File: config.mk
export PLATFORM = sky130hd
export DESIGN_NAME = alu_op_decode_stage
export DESIGN_NICKNAME = d
export VERILOG_FILES = /design/src/rtl/alu_op_decode_stage.sv
export SDC_FILE = /design/constraint.sdc
export NUM_CORES = 1
export LEC_CHECK = 0
export CORE_ASPECT_RATIO = 0.5
export CORE_UTILIZATION = 49
export CTS_CLUSTER_SIZE = 28
export DETAILED_ROUTE_END_ITERATION = 10
export HOLD_SLACK_MARGIN = 0.03
export PLACE_DENSITY_LB_ADDON = 0.08
export SLEW_MARGIN = 20
export SYNTH_ARGS = -nofsm -noshare
export SYNTH_HDL_FRONTEND = slang
export SYNTH_SLANG_ARGS = --single-unit
File: constraint.sdc
create_clock -name clk -period 7.8 [get_ports clk]
set_clock_uncertainty 0.05 [all_clocks]
set_input_delay 1.17 -clock clk [delete_from_list [all_inputs] [get_ports clk]]
set_output_delay 1.17 -clock clk [all_outputs]
set_load 0.02 [all_outputs]
File: src/rtl/alu_op_decode_stage.sv
// alu_op_decode_stage: RV32I/M ALU-op decode buffered in a DEPTH-entry valid/ready FIFO
module alu_op_decode_stage #(
  parameter int XLEN = 32,
  parameter int DEPTH = 2,
  parameter int SUPPORT_M = 1
) (
  input  logic            clk,
  input  logic            rst_n,
  input  logic            flush,
  input  logic            in_valid,
  output logic            in_ready,
  input  logic [31:0]     in_inst,
  input  logic [XLEN-1:0] in_pc,
  output logic            out_valid,
  input  logic            out_ready,
  output logic [4:0]      out_alu_op,
  output logic            out_src_b_imm,
  output logic            out_illegal,
  output logic [31:0]     out_inst,
  output logic [XLEN-1:0] out_pc
);
  localparam int cw = $clog2(DEPTH + 1);
  localparam int pw = DEPTH > 1 ? $clog2(DEPTH) : 1;
  logic [cw-1:0] count, next_count;
  logic [pw-1:0] wptr, rptr;
  logic [4:0] op_mem [DEPTH];
  logic imm_mem [DEPTH];
  logic ill_mem [DEPTH];
  logic [31:0] inst_mem [DEPTH];
  logic [XLEN-1:0] pc_mem [DEPTH];
  logic push, pop, d_imm, d_ill;
  logic [4:0] d_op;
  logic [2:0] f3;
  logic [6:0] f7, opc;
  assign f3 = in_inst[14:12];
  assign f7 = in_inst[31:25];
  assign opc = in_inst[6:0];
  always_comb begin
    d_op = 5'd0;
    d_imm = 1'b0;
    d_ill = 1'b0;
    case (opc)
      7'b0010011: begin
        d_ill = (f3 == 3'b001 && f7 != 7'h00) || (f3 == 3'b101 && f7 != 7'h00 && f7 != 7'h20);
        d_op = {1'b0, f3 == 3'b101 && in_inst[30], f3};
        d_imm = 1'b1;
      end
      7'b0110011: begin
        d_ill = !(f7 == 7'h00 || (f7 == 7'h20 && (f3 == 3'b000 || f3 == 3'b101)) || (f7 == 7'h01 && SUPPORT_M != 0));
        d_op = {f7 == 7'h01, f7 != 7'h00, f3};
      end
      7'b1100011: begin
        d_ill = f3[2:1] == 2'b01;
        d_op = {2'b10, f3};
      end
      7'b0000011, 7'b0100011, 7'b0110111, 7'b0010111, 7'b1101111: d_imm = 1'b1;
      7'b1100111: begin
        d_ill = f3 != 3'b000;
        d_imm = 1'b1;
      end
      default: d_ill = 1'b1;
    endcase
    if (d_ill) begin
      d_op = 5'd0;
      d_imm = 1'b0;
    end
  end
  function automatic logic [pw-1:0] inc(input logic [pw-1:0] p);
    return p == pw'(DEPTH - 1) ? '0 : p + 1'b1;
  endfunction
  assign push = in_valid && in_ready;
  assign out_valid = count != '0;
  assign pop = out_valid && out_ready;
  assign next_count = count + cw'(push) - cw'(pop);
  assign out_alu_op = out_valid ? op_mem[rptr] : '0;
  assign out_src_b_imm = out_valid ? imm_mem[rptr] : 1'b0;
  assign out_illegal = out_valid ? ill_mem[rptr] : 1'b0;
  assign out_inst = out_valid ? inst_mem[rptr] : '0;
  assign out_pc = out_valid ? pc_mem[rptr] : '0;
  always_ff @(posedge clk) begin
    if (!rst_n) begin
      count <= '0;
      wptr <= '0;
      rptr <= '0;
      in_ready <= 1'b0;
    end else if (flush) begin
      count <= '0;
      wptr <= '0;
      rptr <= '0;
      in_ready <= 1'b1;
    end else begin
      count <= next_count;
      in_ready <= next_count < cw'(DEPTH);
      if (push) wptr <= inc(wptr);
      if (pop) rptr <= inc(rptr);
    end
  end
  always_ff @(posedge clk) begin
    if (rst_n && !flush && push) begin
      op_mem[wptr] <= d_op;
      imm_mem[wptr] <= d_imm;
      ill_mem[wptr] <= d_ill;
      inst_mem[wptr] <= in_inst;
      pc_mem[wptr] <= in_pc;
    end
  end
endmodule

==> results.ini, run 1 <==
[sta]
final.setup.tns_ns = 0
setup_violations = 0
rsz0062_at_grt = false
slew_violations = 0
tightest_slew_ns = 0.646
worst_slack_ns = 3.79
hold_viol = 0
max_freq_ghz = 0.249
fin_crit_sh_pct = 51.4
fin_crit_ns = 4.01
maxSlewHeadroom_pct = 55.8
whs_ns = 0.495

[critical_path]
crit_type = register to output pin
cp.required_ns = 6.58
r2r_cells = 10
cp-start-kind = register
crit_arrival_ns = 2.79
reg2reg_slack_ns = 5.01
path_max_fanout = 36
r2r_start = count[1]
endpoint = out_inst[2]
cp-end-kind = output pin
worstReg2RegEnd = in_ready

[run_status]
outcome = complete, no violations

[synthesis]
ys_warn_count = 0
ys_async_sr_fraction_pct = 0
synth-edff-count = 142
ys_seq_area_share_pct = 74.6
ys_ff_latch = 148
yosysTopAreaCell = edfxtp_1
synth_common_cells = edfxtp_1, nor2_1, mux2i_1, clkbuf_1, buf_2
ys_types = 38
syn-cell-area_um2 = 5880
synth.most_common_cell = edfxtp_1
yosysTopAreaCellShare_pct = 72.5
synth_nets = 445
ys_top_cells_by_area = edfxtp_1, mux2i_1, nor2_1
avgSynthCellArea_um2 = 15.7
ys.flop_type = edfxtp_1
postSynthCellCount = 374

[clock_tree]
root_buffer = clkbuf_16
cts_tree = built
clk_path_buf_depth = 2
postCtsResizedCells = 0
cts_max_level = 4
post-cts-setup-buffer-count = 0
clkSinkCount = 148
numCtsBuffers = 17
ctsHoldBuffers = 0
clk_pin_slew_ns = 0.06
worstSkewPairLatency_ns = 0.41

[floorplan]
dieArea_um2 = 12500
rows = 27
die_h_um = 79.5
io_pins = 142
core_um2 = 11300
initial_core_util_pct = 52.0
fp.dieW_um = 157

[run]
maxCapViolCount = 0

[placed_design]
gp_routability_congestion = 0.746
port_buffers = 141
pre_cts_ws_ns = 4.23
dp_hpwl_um = 7070
placed_cell_area_um2 = 7490

[routing]
drt-met1-wl_um = 5180
routed_via_density = 4.98
drtPass1Iterations = 4
wl_per_cell_um = 16.5
routed.top_layer = met4
drt_iter0_drc = 227
drtAntennaViolNets = 0
via_count = 3471
routed_wl_um = 11500
wl_met3_um = 661
met2WireLength_um = 5540
drc_errors = 0

[final_layout]
final_core_util_pct = 71.8
drive_gt1_share_pct = 8.92
num-fill-cells = 772
final_area_um2 = 8120
antenna_cells = 0
syn2layout_area_growth_pct = 38.1
layout.nets = 596

[pwr]
pwr-share-seq_pct = 46.8
p_per_area_nw_per_um2 = 232
netSwitchingFraction_pct = 21.2
p_comb_share_pct = 7.1
p_leak_uw = 0.00261
power.internal_uw = 1490
clkPwrFrac_pct = 46.0
ir_worst_vdd_v = 0.000180
switching_power_uw = 399

[hold_path]
hold_class = register to register
holdPathStages = 2

[global_routing]
grt_use_total_pct = 19.9
grt_max_degree = 50
grt_pass1_vias = 3445
grt_overflow = 0
grt_pass1_wl_um = 18000
antenna_found_initial = 0

-- worst max-delay path, cell delays in order (launching register included) --
cell	delay, ns
dfxtp_4	0.76
buf_4	0.64
mux2i_1	0.16
nor2_1	0.16
clkdlybuf4s50_1	0.63
-- layer usage --
metal | global-route usage [%] | up-vias
met5 | 0 | -
met2 | 32.3 | 91
met4 | 7.65 | 0
li1 | - | 1701
met1 | 25.5 | 1665
met3 | 6.03 | 14
-- area by class of cell --
| cell class | instances | area, µm² | area share, % |
|---|---|---|---|
| clock buffer | 17 | 425 | 5.24 |
| inverter | 5 | 18.8 | 0.231 |
| timing repair buffer | 147 | 1460 | 17.9 |
| clock inverter | 15 | 204 | 2.51 |
| tap | 159 | 199 | 2.45 |
| multi-input combinational | 206 | 1430 | 17.6 |
| sequential | 148 | 4390 | 54.0 |
-- stage by stage --
step / power, µW / cells
floorplan: 956 / 374
global placement: 1030 / 665
detailed placement: 1040 / 665
CTS: 1900 / 697
global route: 1940 / 697
finish: 1890 / 697
-- power by group through the flow --
stage | sequential, µW | combinational [µW] | clock [µW]
global route | 884 | 146 | 915
floorplan | 901 | 55.4 | 0
detailed placement | 900 | 135 | 0
global placement | 900 | 134 | 0
CTS | 884 | 136 | 877
finish | 883 | 135 | 868
-- registers in the layout (all words and copies together), names as in the netlist, named ones only --
signal	cells
rptr	1
op_mem	10
ill_mem	2
count	2
wptr	1
inst_mem	64
in_ready	1
imm_mem	2
pc_mem	64
-- how the worst min path moves through the flow --
stage | startpoint | end
CTS | rptr | rptr
detailed placement | rptr | rptr
global placement | rptr | rptr
floorplan | rptr | register
finish | rptr | rptr
global route | rptr | rptr
-- placed cells by master, fill, tap and decap left out, drive strengths merged, types with 2 or more instances in the layout --
master / instances
mux2i: 71
bufinv: 4
nand2: 6
nand3b: 2
ha: 2
edfxtp: 142
buf: 6
nor2b: 2
o21ai: 2
or2: 2
inv: 9
nor2: 81
nor4: 2
o21a: 2
clkbuf: 17
clkinvlp: 2
dfxtp: 6
xnor2: 3
clkdlybuf4s50: 141
clkinv: 5
xor2: 2
nor3: 7
or4: 2
nand3: 3
nand2b: 3
-- logic make-up after synthesis --
kind of cell	after synthesis	synth area share [%]
buffers and inverters	20	1.43
AO/OA/AOI/OAI	12	1.53
XOR/XNOR	5	0.745
AND/OR/NAND/NOR	116	9.21
multiplexers	71	12.1
adder cells (fa/ha/maj)	2	0.426
flip-flops	148	74.6
(Power assumes the default switching activity.)
==> inputs of run 2 (changes only) <==
--- a/config.mk
+++ b/config.mk
@@ -6,7 +6,7 @@
 export NUM_CORES = 1
 export LEC_CHECK = 0
 export CORE_ASPECT_RATIO = 0.5
-export CORE_UTILIZATION = 49
+export CORE_UTILIZATION = 45
 export CTS_CLUSTER_SIZE = 28
 export DETAILED_ROUTE_END_ITERATION = 10
 export HOLD_SLACK_MARGIN = 0.03
==> constraint.sdc (replaced) <==
create_clock -name clk -period 3.55 [get_ports clk]
set_clock_uncertainty 0.05 [all_clocks]
set_input_delay 0.5325 -clock clk [delete_from_list [all_inputs] [get_ports clk]]
set_output_delay 0.5325 -clock clk [all_outputs]
set_load 0.02 [all_outputs]
==> run 2 against run 1 <==
Global-route usage shrank 1.9 points. Clock-buffer cell count grew 1. Non-clock buffer count grew 2. Die area grew 8.7%. Final area grew 0.39%. Register-to-register slack lost 3.8 ns. Critical endpoint is now out_pc[8]. Highest routed layer unchanged.
==> results.ini, run 2 (synthesized netlist as in run 1, its figures left out) <==
[clock_tree]
clk_pin_slew_ns = 0.06  ; about the same
post-cts-setup-buffer-count = 0  ; unchanged
cts_tree = built
numCtsBuffers = 17  ; unchanged
worstSkewPairLatency_ns = 0.41  ; about the same
ctsHoldBuffers = 0  ; unchanged
postCtsResizedCells = 0  ; unchanged
clkSinkCount = 148  ; unchanged
clk_path_buf_depth = 2  ; unchanged
root_buffer = clkbuf_16
cts_max_level = 4  ; unchanged

[routing]
routed_wl_um = 11600  ; +0.49%
drtPass1Iterations = 4  ; unchanged
drtAntennaViolNets = 0  ; unchanged
drc_errors = 0  ; unchanged
drt_iter0_drc = 187  ; -18%
via_count = 3501  ; +0.86%
wl_per_cell_um = 16.3  ; -1.4%
routed_via_density = 4.93  ; -0.98%

[global_routing]
grt_max_degree = 42  ; -16%
antenna_found_initial = 0  ; unchanged
grt_pass1_vias = 3525  ; +2.3%
grt_overflow = 0  ; unchanged
grt_use_total_pct = 18.0  ; -1.9 points
grt_pass1_wl_um = 18200  ; +0.99%

[final_layout]
final_cell_mix = edfxtp_1, clkdlybuf4s50_1, nor2_1
drive_gt1_share_pct = 9.26  ; +0.34 points
syn2layout_area_growth_pct = 38.6
final_area_um2 = 8150  ; +0.39%
layout_commonest_cell = edfxtp_1
instances_no_fill = 710  ; +1.9%
layout.nets = 598  ; +0.34%
top_regs = inst_mem x64, pc_mem x64, op_mem x10
antenna_cells = 0  ; unchanged

[critical_path]
worstReg2RegEnd = in_ready
cp.required_ns = 2.97  ; -3.61 ns
cp-start-kind = register
crit_arrival_ns = 2.31  ; -0.48 ns
crit_type = register to output pin
path_max_fanout = 24  ; -33%
reg2reg_slack_ns = 1.22  ; -3.79 ns
cp-end-kind = output pin
startpoint = count[1]
r2r_start = count[1]
endpoint = out_pc[8]
r2r_cells = 9  ; -1

[sta]
fin_crit_sh_pct = 81.5
slew_violations = 0  ; unchanged
tightest_slew_ns = 0.717  ; +0.0714 ns
fin_crit_ns = 2.89
setup_violations = 0  ; unchanged
rsz0062_at_grt = false
final.setup.tns_ns = 0  ; unchanged
maxSlewHeadroom_pct = 50.9  ; -4.9 points
max_freq_ghz = 0.346
hold_viol = 0  ; unchanged

[placed_design]
port_buffers = 141  ; unchanged
gp_routability_congestion = 0.792  ; +6.2%
placed_cells = 678  ; +2.0%
dp_hpwl_um = 7170  ; +1.3%
placed_cell_area_um2 = 7570  ; +1.1%

[floorplan]
die_h_um = 82.8  ; +4.2%
fp.dieW_um = 164  ; +4.3%
initial_core_util_pct = 46.3  ; -5.7 points
io_pins = 142  ; unchanged
core_um2 = 12700  ; +12%
rows = 29  ; +7.4%
dieArea_um2 = 13600  ; +8.7%

[pwr]
p_per_area_nw_per_um2 = 492  ; +110%
ir_worst_vdd_v = 0.000271  ; +51%
p_leak_uw = 0.00261  ; -0.21%

[run]
maxCapViolCount = 0  ; unchanged

[run_status]
outcome = complete, no violations

[hold_path]
holdPathStages = 2  ; unchanged
hold_class = register to register

## run 2: cell types whose count changed in the layout (fill, tap and decap cells not counted)
cell        before  now
clkinvlp_4       2    6
buf_12           0    3
bufinv_16        4    2
clkinv_4         3    1
nor3_2           3    1
nor3_4           0    2
buf_4            6    5
clkbuf_1         0    1
clkinv_1         2    1
## run 2: worst min-delay path by stage
stage / from / endpoint / slack, ns
after floorplan: rptr / register / 0.43
after global placement: rptr / rptr / 0.45
after detailed placement: rptr / register / 0.46
after CTS: rptr / register / 0.48
after global routing: rptr / register / 0.50
final: rptr / register / 0.47
## run 2: routing by layer
layer / part of all wire (%) / track usage [%] / routed length [µm]
met3: 5.3 / 5.19 / 608
met2: 48 / 29.0 / 5600
met1: 46 / 23.6 / 5310
met4: 0.36 / 5.81 / 42
met5: 0 / 0 / 0
## run 2: per-stage QoR
| step | util, % | power (µW) | hold WS (ns) | setup WS [ns] |
|---|---|---|---|---|
| floorplan | - | 2100 | 0.431 | -0.511 |
| global placement | 59.6 | 2280 | 0.453 | 0.889 |
| detailed placement | 59.6 | 2290 | 0.459 | 0.897 |
| CTS | 64.2 | 4040 | 0.480 | 0.559 |
| global route | 64.2 | 4130 | 0.497 | 0.465 |
| finish | 64.2 | 4010 | 0.468 | 0.657 |
## run 2: where the power goes
group | internal, µW | switching [µW]
sequential | 1930 | 8.79
combinational | 156 | 149
clock | 1040 | 720
## run 2: worst max-delay path: stages, from the launching register on
cell and delay (ns):
dfxtp_1 0.34, nor2_4 0.54, buf_4 0.38, nor2_1 0.08
clkdlybuf4s50_1 0.56
## run 2: area by class of cell
cell class,count,area [µm²]
clock inverter,14,153
clock buffer,18,429
tap,170,213
multi-input combinational,206,1440
timing repair buffer,149,1510
sequential,148,4390
fill,947,4550
inverter,5,18.8
==> inputs of run 3 (changes only) <==
--- a/config.mk
+++ b/config.mk
@@ -6,7 +6,7 @@
 export NUM_CORES = 1
 export LEC_CHECK = 0
 export CORE_ASPECT_RATIO = 0.5
-export CORE_UTILIZATION = 45
+export CORE_UTILIZATION = 49
 export CTS_CLUSTER_SIZE = 28
 export DETAILED_ROUTE_END_ITERATION = 10
 export HOLD_SLACK_MARGIN = 0.03
==> constraint.sdc (replaced) <==
create_clock -name clk -period 3 [get_ports clk]
set_clock_uncertainty 0.05 [all_clocks]
set_input_delay 0.45 -clock clk [delete_from_list [all_inputs] [get_ports clk]]
set_output_delay 0.45 -clock clk [all_outputs]
set_load 0.02 [all_outputs]
==> run 3 against run 2 <==
Non-clock buffer count up 1. Combinational power up 18%. Global-route usage up 1.7 points. Sequential power up 18%. Clock power up 16%. Worst setup slack worse by 0.26 ns. Die area down 8.0%. Sequential share of layout area about the same. Flip-flop and latch count unchanged. Critical endpoint is now out_pc[16]. Largest cell class unchanged. Largest power group unchanged.
==> results.ini, run 3 (synthesized netlist as in run 1, its figures left out) <==
[routing]
drc_errors = 0  ; unchanged
routed_wl_um = 11700  ; +0.90%
via_count = 3573  ; +2.1%
drt_iter0_drc = 182  ; -2.7%
routed_via_density = 5.10  ; +3.5%
drtAntennaViolNets = 0  ; unchanged
wl_per_cell_um = 16.7  ; +2.3%
drtPass1Iterations = 4  ; unchanged

[clock_tree]
cts_max_level = 4  ; unchanged
numCtsBuffers = 17  ; unchanged
postCtsResizedCells = 0  ; unchanged
root_buffer = clkbuf_16
post-cts-setup-buffer-count = 0  ; unchanged
cts_tree = built
worstSkewPairLatency_ns = 0.41  ; about the same
clk_path_buf_depth = 2  ; unchanged
ctsHoldBuffers = 0  ; unchanged
clk_pin_slew_ns = 0.06  ; about the same
clkSinkCount = 148  ; unchanged

[critical_path]
crit_type = register to output pin
crit_arrival_ns = 2.11  ; -0.20 ns
worstPathBufferInverterCount = 2  ; unchanged
path_cells = buf_4, mux2i_1, nor2_1, clkdlybuf4s50_1
path_max_fanout = 16  ; -33%
cp.required_ns = 2.50  ; -0.47 ns
cp-start-kind = register
r2r_start = count[1]
worstReg2RegEnd = in_ready
crit_family = buffers and inverters
cpMaxStageDelayCell = clkdlybuf4s50_1
cp-end-kind = output pin
max_stage_delay_ns = 0.62  ; +0.06 ns
reg2reg_slack_ns = 0.86  ; -0.36 ns
r2r_cells = 10  ; +1

[sta]
hold_viol = 0  ; unchanged
tightest_slew_ns = 0.649  ; -0.0688 ns
rsz0062_at_grt = false
max_freq_ghz = 0.384
fin_crit_ns = 2.61
slew_violations = 0  ; unchanged
setup_violations = 0  ; unchanged
worst_slack_ns = 0.393  ; -0.264 ns
fin_crit_sh_pct = 86.9
whs_ns = 0.465  ; -0.00289 ns
maxSlewHeadroom_pct = 55.6  ; +4.7 points

[floorplan]
initial_core_util_pct = 52.0  ; +5.7 points
die_h_um = 79.5  ; -4.1%
dieArea_um2 = 12500  ; -8.0%
core_um2 = 11300  ; -11%
io_pins = 142  ; unchanged
fp.dieW_um = 157  ; -4.1%
rows = 27  ; -6.9%

[final_layout]
drive_gt1_share_pct = 9.61  ; +0.35 points
antenna_cells = 0  ; unchanged
seqCellArea_um2 = 4390  ; unchanged
num-fill-cells = 745  ; -21%
multiInputGateArea_um2 = 1440  ; unchanged
layout_commonest_cell = edfxtp_1
final_cell_mix = edfxtp_1, clkdlybuf4s50_1, nor2_1
layout.nets = 599  ; +0.17%
syn2layout_area_growth_pct = 38.7  ; about the same
top_regs = inst_mem x64, pc_mem x64, op_mem x10

[global_routing]
grt_pass1_wl_um = 17800  ; -2.0%
antenna_found_initial = 0  ; unchanged
grt_pass1_vias = 3495  ; -0.85%
grt_max_degree = 47  ; +12%
grt_use_total_pct = 19.7  ; +1.7 points
grt_overflow = 0  ; unchanged

[placed_design]
gp_routability_congestion = 0.775  ; -2.1%
dp_hpwl_um = 7480  ; +4.3%
port_buffers = 141  ; unchanged
pre_cts_ws_ns = 0.420  ; -0.477 ns

[pwr]
p_per_area_nw_per_um2 = 576  ; +17%
p_leak_uw = 0.00262  ; +0.44%
ir_worst_vdd_v = 0.000397  ; +46%

[run_status]
outcome = complete, no violations

[hold_path]
holdPathEnd = rptr
holdPathStages = 2  ; unchanged
hold_start = rptr
hold_class = register to register

[run]
maxCapViolCount = 0  ; unchanged

[run 3: changes by cell type in the layout (fill, tap and decap cells not counted), sizes merged]
cell	before	now
clkbuf	18	20
clkinv	2	3
bufinv	2	1
buf	8	9
clkinvlp	6	4
[run 3: report_power, final]
| group | internal [µW] | total, µW | switching (µW) |
|---|---|---|---|
| combinational | 183 | 361 | 177 |
| clock | 1200 | 2040 | 841 |
| sequential | 2290 | 2290 | 8.18 |
[run 3: worst max-delay path by stage]
stage	slack [ns]	endpoint	cells past startpoint	startpoint
finish	0.39	out_pc[16]	4	register
global route	0.26	out_pc[16]	4	register
CTS	0.37	out_pc[8]	4	register
detailed placement	0.42	op_mem[1][1]	5	in_inst[25]
global placement	0.47	op_mem[0][0]	5	in_inst[14]
floorplan	-0.98	ill_mem[0]	2	flush
[run 3: area by class of cell]
type / instances / share of cell area (%)
clock buffer: 20 / 5.60
inverter: 5 / 0.230
sequential: 148 / 53.8
clock inverter: 12 / 1.49
tap: 159 / 2.44
timing repair buffer: 150 / 18.8
multi-input combinational: 206 / 17.7
[run 3: per-layer routing]
| layer | GRT usage [%] | vias up | part of all wire, % |
|---|---|---|---|
| met2 | 32.8 | 124 | 49 |
| met3 | 6.79 | 13 | 6.6 |
| met1 | 24.6 | 1739 | 44 |
| met5 | 0 | - | 0 |
| met4 | 5.69 | 0 | 0.87 |
| li1 | - | 1697 | - |
[run 3: worst reg2reg max path, delay by kind of cell, from the launching register on]
kind | cells | cell delay [ns]
buf+inv | 3 | 0.42
compound gates | 1 | 0.17
xor+xnor | 2 | 0.29
simple gates | 2 | 0.32
flops | 1 | 0.34
fa+ha+maj | 2 | 0.46
[run 3: stage by stage]
stage	utilization [%]	instance area, µm²	instances	TNS (ns)	total power [µW]
final	72.1	8150	700	0	4700
after global routing	72.1	8150	700	0	4850
after CTS	72.1	8150	700	0	4740
after detailed placement	66.9	7580	668	0	2700
after global placement	66.9	7580	668	0	2690
after floorplan	-	5890	374	-138.88	2480
